<file path="src/rtl/freq_word_editor.sv">
`default_nettype none
// ============================================================================
//  Module      : freq_word_editor
//  Description : Keypad-driven editor for NCHAN frequency tuning words.
//                Debounces four raw active-low keys, moves a hex-digit
//                cursor, increments/decrements the selected digit of the
//                active channel's word, drives digit select / blink masks
//                for a hex seven-segment decoder and offers every edited
//                word to an SPI writer over a coalescing valid/ready
//                handshake.
//  Ports       : clk        system clock
//                rst_n      asynchronous active-low reset
//                KEYS[3:0]  raw keys, active low: 0 inc, 1 dec,
//                           2 cursor left, 3 next channel
//                FREQ       all words, channel c at [c*WIDTH +: WIDTH]
//                chan_sel   active channel
//                act_word   word of the active channel
//                digit_sel  one-hot cursor, bit 0 = least significant nibble
//                digit_en   per-digit display enable (cursor digit blinks)
//                upd_valid  pending word for the SPI writer
//                upd_chan   channel of the pending word
//                upd_word   value of the pending word
//                upd_ready  SPI writer accepts on valid & ready at an edge
//  Revision    : 1.0  initial release
// ============================================================================
module freq_word_editor #(
    parameter int               WIDTH     = 28,
    parameter int               NDIG      = 7,
    parameter int               NCHAN     = 2,
    parameter int               CW        = 1,
    parameter int               DEB_CYC   = 50000,
    parameter int               BLINK_DIV = 12500000,
    parameter int               CARRY     = 1,
    parameter logic [WIDTH-1:0] RST_WORD  = '0
) (
    input  logic                   clk,
    input  logic                   rst_n,
    input  logic [3:0]             KEYS,
    output logic [NCHAN*WIDTH-1:0] FREQ,
    output logic [CW-1:0]          chan_sel,
    output logic [WIDTH-1:0]       act_word,
    output logic [NDIG-1:0]        digit_sel,
    output logic [NDIG-1:0]        digit_en,
    output logic                   upd_valid,
    output logic [CW-1:0]          upd_chan,
    output logic [WIDTH-1:0]       upd_word,
    input  logic                   upd_ready
);

    localparam int DCW = (DEB_CYC > 1) ? $clog2(DEB_CYC) : 1;
    localparam int BW  = (BLINK_DIV > 1) ? $clog2(BLINK_DIV) : 1;
    localparam int IW  = (NDIG > 1) ? $clog2(NDIG) : 1;

    // ------------------------------------------------------------------
    // Key synchronisers. Reset to '1' so that every key starts released.
    // ------------------------------------------------------------------
    logic [3:0] r_sync1;
    logic [3:0] r_sync2;
    logic [3:0] w_press;

    always_ff @(posedge clk or negedge rst_n) begin
        if (!rst_n) begin
            r_sync1 <= 4'hF;
            r_sync2 <= 4'hF;
        end else begin
            r_sync1 <= KEYS;
            r_sync2 <= r_sync1;
        end
    end

    // ------------------------------------------------------------------
    // Per-key debounce. The counter only runs while the synchronised level
    // differs from the accepted level, so any return to the accepted level
    // (a glitch) restarts it. A new pressed level yields a one-cycle pulse.
    // ------------------------------------------------------------------
    for (genvar k = 0; k < 4; k++) begin : g_deb
        logic [DCW-1:0] r_cnt;
        logic           r_stable;
        logic           r_pulse;

        always_ff @(posedge clk or negedge rst_n) begin
            if (!rst_n) begin
                r_cnt    <= '0;
                r_stable <= 1'b1;
                r_pulse  <= 1'b0;
            end else begin
                r_pulse <= 1'b0;
                if (r_sync2[k] == r_stable) begin
                    r_cnt <= '0;
                end else if (r_cnt == DCW'(DEB_CYC - 1)) begin
                    r_cnt    <= '0;
                    r_stable <= r_sync2[k];
                    r_pulse  <= ~r_sync2[k];
                end else begin
                    r_cnt <= r_cnt + 1'b1;
                end
            end
        end

        assign w_press[k] = r_pulse;
    end

    // Fixed priority: inc > dec > cursor left > next channel.
    logic w_inc;
    logic w_dec;
    logic w_left;
    logic w_next;
    logic w_edit;

    assign w_inc  = w_press[0];
    assign w_dec  = w_press[1] & ~w_press[0];
    assign w_left = w_press[2] & ~(|w_press[1:0]);
    assign w_next = w_press[3] & ~(|w_press[2:0]);
    assign w_edit = w_inc | w_dec;

    // ------------------------------------------------------------------
    // Editable state
    // ------------------------------------------------------------------
    logic [WIDTH-1:0] r_word [NCHAN];
    logic [CW-1:0]    r_chan;
    logic [IW-1:0]    r_cur;

    // Edit arithmetic. The step is one unit of the selected nibble. With
    // CARRY=0 the sum is masked back into the selected nibble: since the
    // step has no bits below the nibble, the masked sum is the nibble
    // itself +/-1 wrapped, and the mask truncation to WIDTH handles a
    // partial top nibble for free.
    logic [WIDTH-1:0] w_cur_word;
    logic [WIDTH-1:0] w_step;
    logic [WIDTH-1:0] w_nmask;
    logic [WIDTH-1:0] w_sum;
    logic [WIDTH-1:0] w_new;

    assign w_cur_word = r_word[r_chan];
    assign w_step     = {{(WIDTH-1){1'b0}}, 1'b1} << {r_cur, 2'b00};
    assign w_nmask    = {{(WIDTH-1){1'b0}}, 1'b1} << {r_cur, 2'b00};

    always_comb begin
        w_sum = w_cur_word + w_step;
        if (w_dec) begin
            w_sum = w_cur_word - w_step;
        end
        w_new = w_sum;
        if (CARRY == 0) begin
            w_new = (w_cur_word & ~(w_nmask * WIDTH'(15))) | (w_sum & (w_nmask * WIDTH'(15)));
        end
    end

    always_ff @(posedge clk or negedge rst_n) begin
        if (!rst_n) begin
            for (int c = 0; c < NCHAN; c++) begin
                r_word[c] <= RST_WORD;
            end
        end else if (w_edit) begin
            r_word[r_chan] <= w_new;
        end
    end

    // Channel select and cursor index
    always_ff @(posedge clk or negedge rst_n) begin
        if (!rst_n) begin
            r_chan <= '0;
            r_cur  <= '0;
        end else begin
            if (w_next) begin
                r_chan <= (r_chan == CW'(NCHAN - 1)) ? '0 : r_chan + 1'b1;
            end
            if (w_left) begin
                r_cur <= (r_cur == IW'(NDIG - 1)) ? '0 : r_cur + 1'b1;
            end
        end
    end

    // ------------------------------------------------------------------
    // Update handshake. A fresh edit always wins over an acceptance on
    // the same edge, so the newest value is never lost.
    // ------------------------------------------------------------------
    logic             r_upd_valid;
    logic [CW-1:0]    r_upd_chan;
    logic [WIDTH-1:0] r_upd_word;

    always_ff @(posedge clk or negedge rst_n) begin
        if (!rst_n) begin
            r_upd_valid <= 1'b0;
            r_upd_chan  <= '0;
            r_upd_word  <= '0;
        end else if (w_edit) begin
            r_upd_valid <= 1'b1;
            r_upd_chan  <= r_chan;
            r_upd_word  <= w_new;
        end else if (upd_ready) begin
            r_upd_valid <= 1'b0;
        end
    end

    // ------------------------------------------------------------------
    // Cursor blink
    // ------------------------------------------------------------------
    logic [BW-1:0] r_blink_cnt;
    logic          r_blink_ph;

    always_ff @(posedge clk or negedge rst_n) begin
        if (!rst_n) begin
            r_blink_cnt <= '0;
            r_blink_ph  <= 1'b0;
        end else if (r_blink_cnt == BW'(BLINK_DIV - 1)) begin
            r_blink_cnt <= '0;
            r_blink_ph  <= ~r_blink_ph;
        end else begin
            r_blink_cnt <= r_blink_cnt + 1'b1;
        end
    end

    // ------------------------------------------------------------------
    // Outputs (all decoded straight from registers)
    // ------------------------------------------------------------------
    for (genvar c = 0; c < NCHAN; c++) begin : g_pack
        assign FREQ[c*WIDTH +: WIDTH] = r_word[c];
    end

    assign chan_sel  = r_chan;
    assign act_word  = w_cur_word;
    assign digit_sel = {{(NDIG-1){1'b0}}, 1'b1} << r_cur;
    assign digit_en  = r_blink_ph ? ~digit_sel : {NDIG{1'b1}};
    assign upd_valid = r_upd_valid;
    assign upd_chan  = r_upd_chan;
    assign upd_word  = r_upd_word;

endmodule
`default_nettype wire

</file>
<file path="config.mk">
export PLATFORM = sky130hd
export DESIGN_NAME = freq_word_editor
export DESIGN_NICKNAME = d
export VERILOG_FILES = /design/src/rtl/freq_word_editor.sv
export SDC_FILE = /design/constraint.sdc
export NUM_CORES = 1
export LEC_CHECK = 0
export BUFFER_PORTS_ARGS = -buffer_cell sky130_fd_sc_hd__buf_2
export CAP_MARGIN = 20
export CELL_PAD_IN_SITES_DETAIL_PLACEMENT = 1
export CELL_PAD_IN_SITES_GLOBAL_PLACEMENT = 1
export CORE_AREA = 2 2 188 190
export CTS_BUF_LIST = sky130_fd_sc_hd__clkbuf_4 sky130_fd_sc_hd__clkbuf_8
export DETAILED_ROUTE_END_ITERATION = 12
export DIE_AREA = 0 0 190 192
export PLACE_DENSITY_LB_ADDON = 0.1
export RECOVER_POWER = 100
export SLEW_MARGIN = 20
export SYNTH_ARGS = -nofsm -noshare
export SYNTH_HDL_FRONTEND = slang
export SYNTH_SLANG_ARGS = --single-unit
</file>
<file path="constraint.sdc">
create_clock -name clk -period 5.1 [get_ports clk]
set_input_delay 0.765 -clock clk [delete_from_list [all_inputs] [get_ports clk]]
set_output_delay 0.765 -clock clk [all_outputs]
set_load 0.05 [all_outputs]
</file>
==> impl_metrics.ini <==
[floorplan]
die_h_um = 192
rows = 68
core_um2 = 34290
die_w_um = 190
io_pins = 136
dieArea_um2 = 36480
start_util_pct = 29.63

[global_routing]
grt_max_degree = 108
grt_pass1_wl_um = 45130
antenna_found_initial = 0
track_usage_pct = 15.94
grt_overflow = 0
grt_pass1_vias = 7964

[yosys]
avgSynthCellArea_um2 = 9.656
yosysWarningCount = 0
yosysTopAreaCell = dfrtp_1
ys_async_sr_fraction_pct = 100.0
synthCells = 1052
synth.top_cell.area_share_pct = 45.08
synth_area_um2 = 10160
ys_types = 67
synth_seq_cells = 195
synth_nets = 1096
synthFlopType = dfrtp_1
synth_area_leaders = dfrtp_1 45%, nand2_1 5.9%, xor2_1 5.2%
synth_edf_count = 0
seq_area_frac_synth_pct = 48.18

[timing]
setup_tns_ns = 0
drv_slew = 190
fin_skew_ns = 0.01509
worst_pin_slew_ns = 2.706
slew-limit-headroom_pct = -80.41
whs_ns = 0.3017
finalCritPeriodShare_pct = 84.31
hold_violations = 0
setup_viol = 0
fmax_mhz = 232.6
post-route-min-period_ns = 4.300
rsz0062_at_grt = false

[final_layout]
nets = 1217
layout-drive-gt1-share_pct = 8.516
syn_to_final_growth_pct = 12.97
num_antenna_cells = 0

[detailed_routing]
route.detailed.drc = 0
antenna_left = 0
wl_per_cell_um = 17.12
drt_iter0_drc = 266
wl_um = 28090
dr.pass1.iters = 4
via_per_inst = 4.793
vias = 7866

[pwr]
power.density_nw_per_um2 = 237.1
peakVddDrop_uv = 153.2
p_leak_uw = 0.005253

[worst_setup_path]
slowest_stage = dfrtp_1
crit_buf_inv = 0
arrival_ns = 4.61
path_max_fanout = 28
cpPeakStageDelay_ns = 1.33
crit_type = reg2reg
critPathLaunchType = register
required_ns = 5.41
crit_chain = mux2_1 -> ha_1 -> nand2_1 -> a211oi_1 -> o21ai_0 -> a21oi_1 -> a2111oi_0 -> xnor2_1 -> o21ai_0
cpLargestDelayFamily = compound AO/OA/AOI/OAI gates
crit_top_cell = o21ai_0
critPathCaptureType = register

[hold_path]
hold_class = in2async

[cts]
cts_resized = 0
cts_hold_buf = 0
insertion_delay_ns = 0.50
clock-root-buffer = clkbuf_8
clkTransAtPathRegs_ns = 0.11
post_cts_buffers = 0
htree_levels = 4
clkSinkCount = 195
cts_tree = built
clock_path_buffers = 2
cts_buffers = 17

[run_status]
status = finished, violations left
violations = capacitance limit, slew limit

[placement]
gp_congestion = 0.7664
port_buffers = 135
hpwl_um = 20770

[run]
drv_cap = 5
## synth_stat cells, drive strengths merged, types with 3 or more instances
library cell,count
nand3,39
o211ai,5
nor2b,4
nor3b,6
nand2b,6
and3,32
inv,21
mux2,32
xor2,62
and4,5
nor2,116
mux2i,4
o21ai,95
a21oi,38
nor4,6
nor3,18
nand4,20
and2,7
o31ai,5
buf,11
o21a,4
xnor2,45
a22oi,3
a21o,9
ha,36
nand2,160
or3,6
a31oi,6
clkbuf,29
dfstp,12
dfrtp,183
## routing by layer
metal  up-vias  GRT usage, %  wire [um]
met2       113         25.03      12720
li1       3875             -          -
met3        26         3.143        982
met5         -             0          0
met1      3852         22.04      13890
met4         0         5.158        493
## stage by stage
step	setup WS (ns)	utilization [%]	total power (uW)	instances	instance area (um2)
after global placement	1.293	33.03	1657	1609	11320
after floorplan	0.6819	-	1613	1052	10160
after global routing	0.4218	33.47	2841	1641	11480
after detailed placement	1.179	33.03	1657	1609	11320
after CTS	1.155	34.26	2784	1641	11750
final	0.8000	33.47	2721	1641	11480
## logic make-up (layout without fill, tap and decap cells)
group / after synthesis / after routing / synth area share [%]
AOI/OAI and AO/OA: 182 / 182 / 11.53
xor gates and xnor gates: 107 / 107 / 9.521
adders and majority gates: 37 / 37 / 4.631
buffers and inverters: 61 / 195 / 2.414
DFF: 195 / 195 / 48.18
muxes: 36 / 36 / 3.941
and+or+nand+nor: 434 / 434 / 19.78
## area by class of cell
class / instances / area (um2)
clock buffer: 21 / 270.3
timing repair buffer: 142 / 591.8
clock inverter: 11 / 152.6
tap: 455 / 569.3
multi-input combinational: 796 / 4918
inverter: 21 / 78.83
sequential: 195 / 4895
fill: 4019 / 22810
## path summary, 6_finish.rpt
check	from	endpoint	slack, ns	depth (start not counted)
worst min register to register	r_sync1[0]	r_sync2[0]	0.35	0
worst min-delay path	rst_n	g_deb[1].r_cnt[4]	0.30	1
max in group asynchronous	rst_n	r_blink_cnt[18]	1.67	2
worst max register to register	chan_sel	FREQ[55]	0.80	9
worst max-delay path	chan_sel	FREQ[55]	0.80	9
min in group clk	r_sync1[0]	r_sync2[0]	0.35	0
## registers in the layout (all words and copies together) (netlist names), 3 cells and up
| signal | flops |
|---|---|
| upd_word | 28 |
| g_deb.r_stable | 4 |
| r_sync2 | 4 |
| r_sync1 | 4 |
| g_deb.r_cnt | 64 |
| g_deb.r_pulse | 4 |
| r_cur | 3 |
| FREQ | 56 |
| r_blink_cnt | 24 |
## report_power, final
group / switching (uW) / total [uW] / internal (uW)
logic: 44.0 / 54.6 / 10.5
registers: 7.94 / 1570 / 1560
clock network: 583 / 1100 / 517
total: 635 / 2720 / 2090
## cell usage in the layout (no fill, tap or decap), types with 6 or more instances in the layout
cell	instances
a21o_1	9
a21oi_1	35
and2_1	6
and3_1	32
buf_2	32
clkbuf_1	106
clkbuf_8	19
dfrtp_1	183
dfstp_2	12
ha_1	36
inv_1	21
mux2_1	27
nand2_1	160
nand2b_1	6
nand3_1	39
nand4_1	20
nor2_1	115
nor3_1	18
nor3b_1	6
nor4_1	6
o21ai_0	80
o21ai_1	12
or3_1	6
xnor2_1	45
xor2_1	62
No activity file was read; power rests on OpenSTA's default activity.
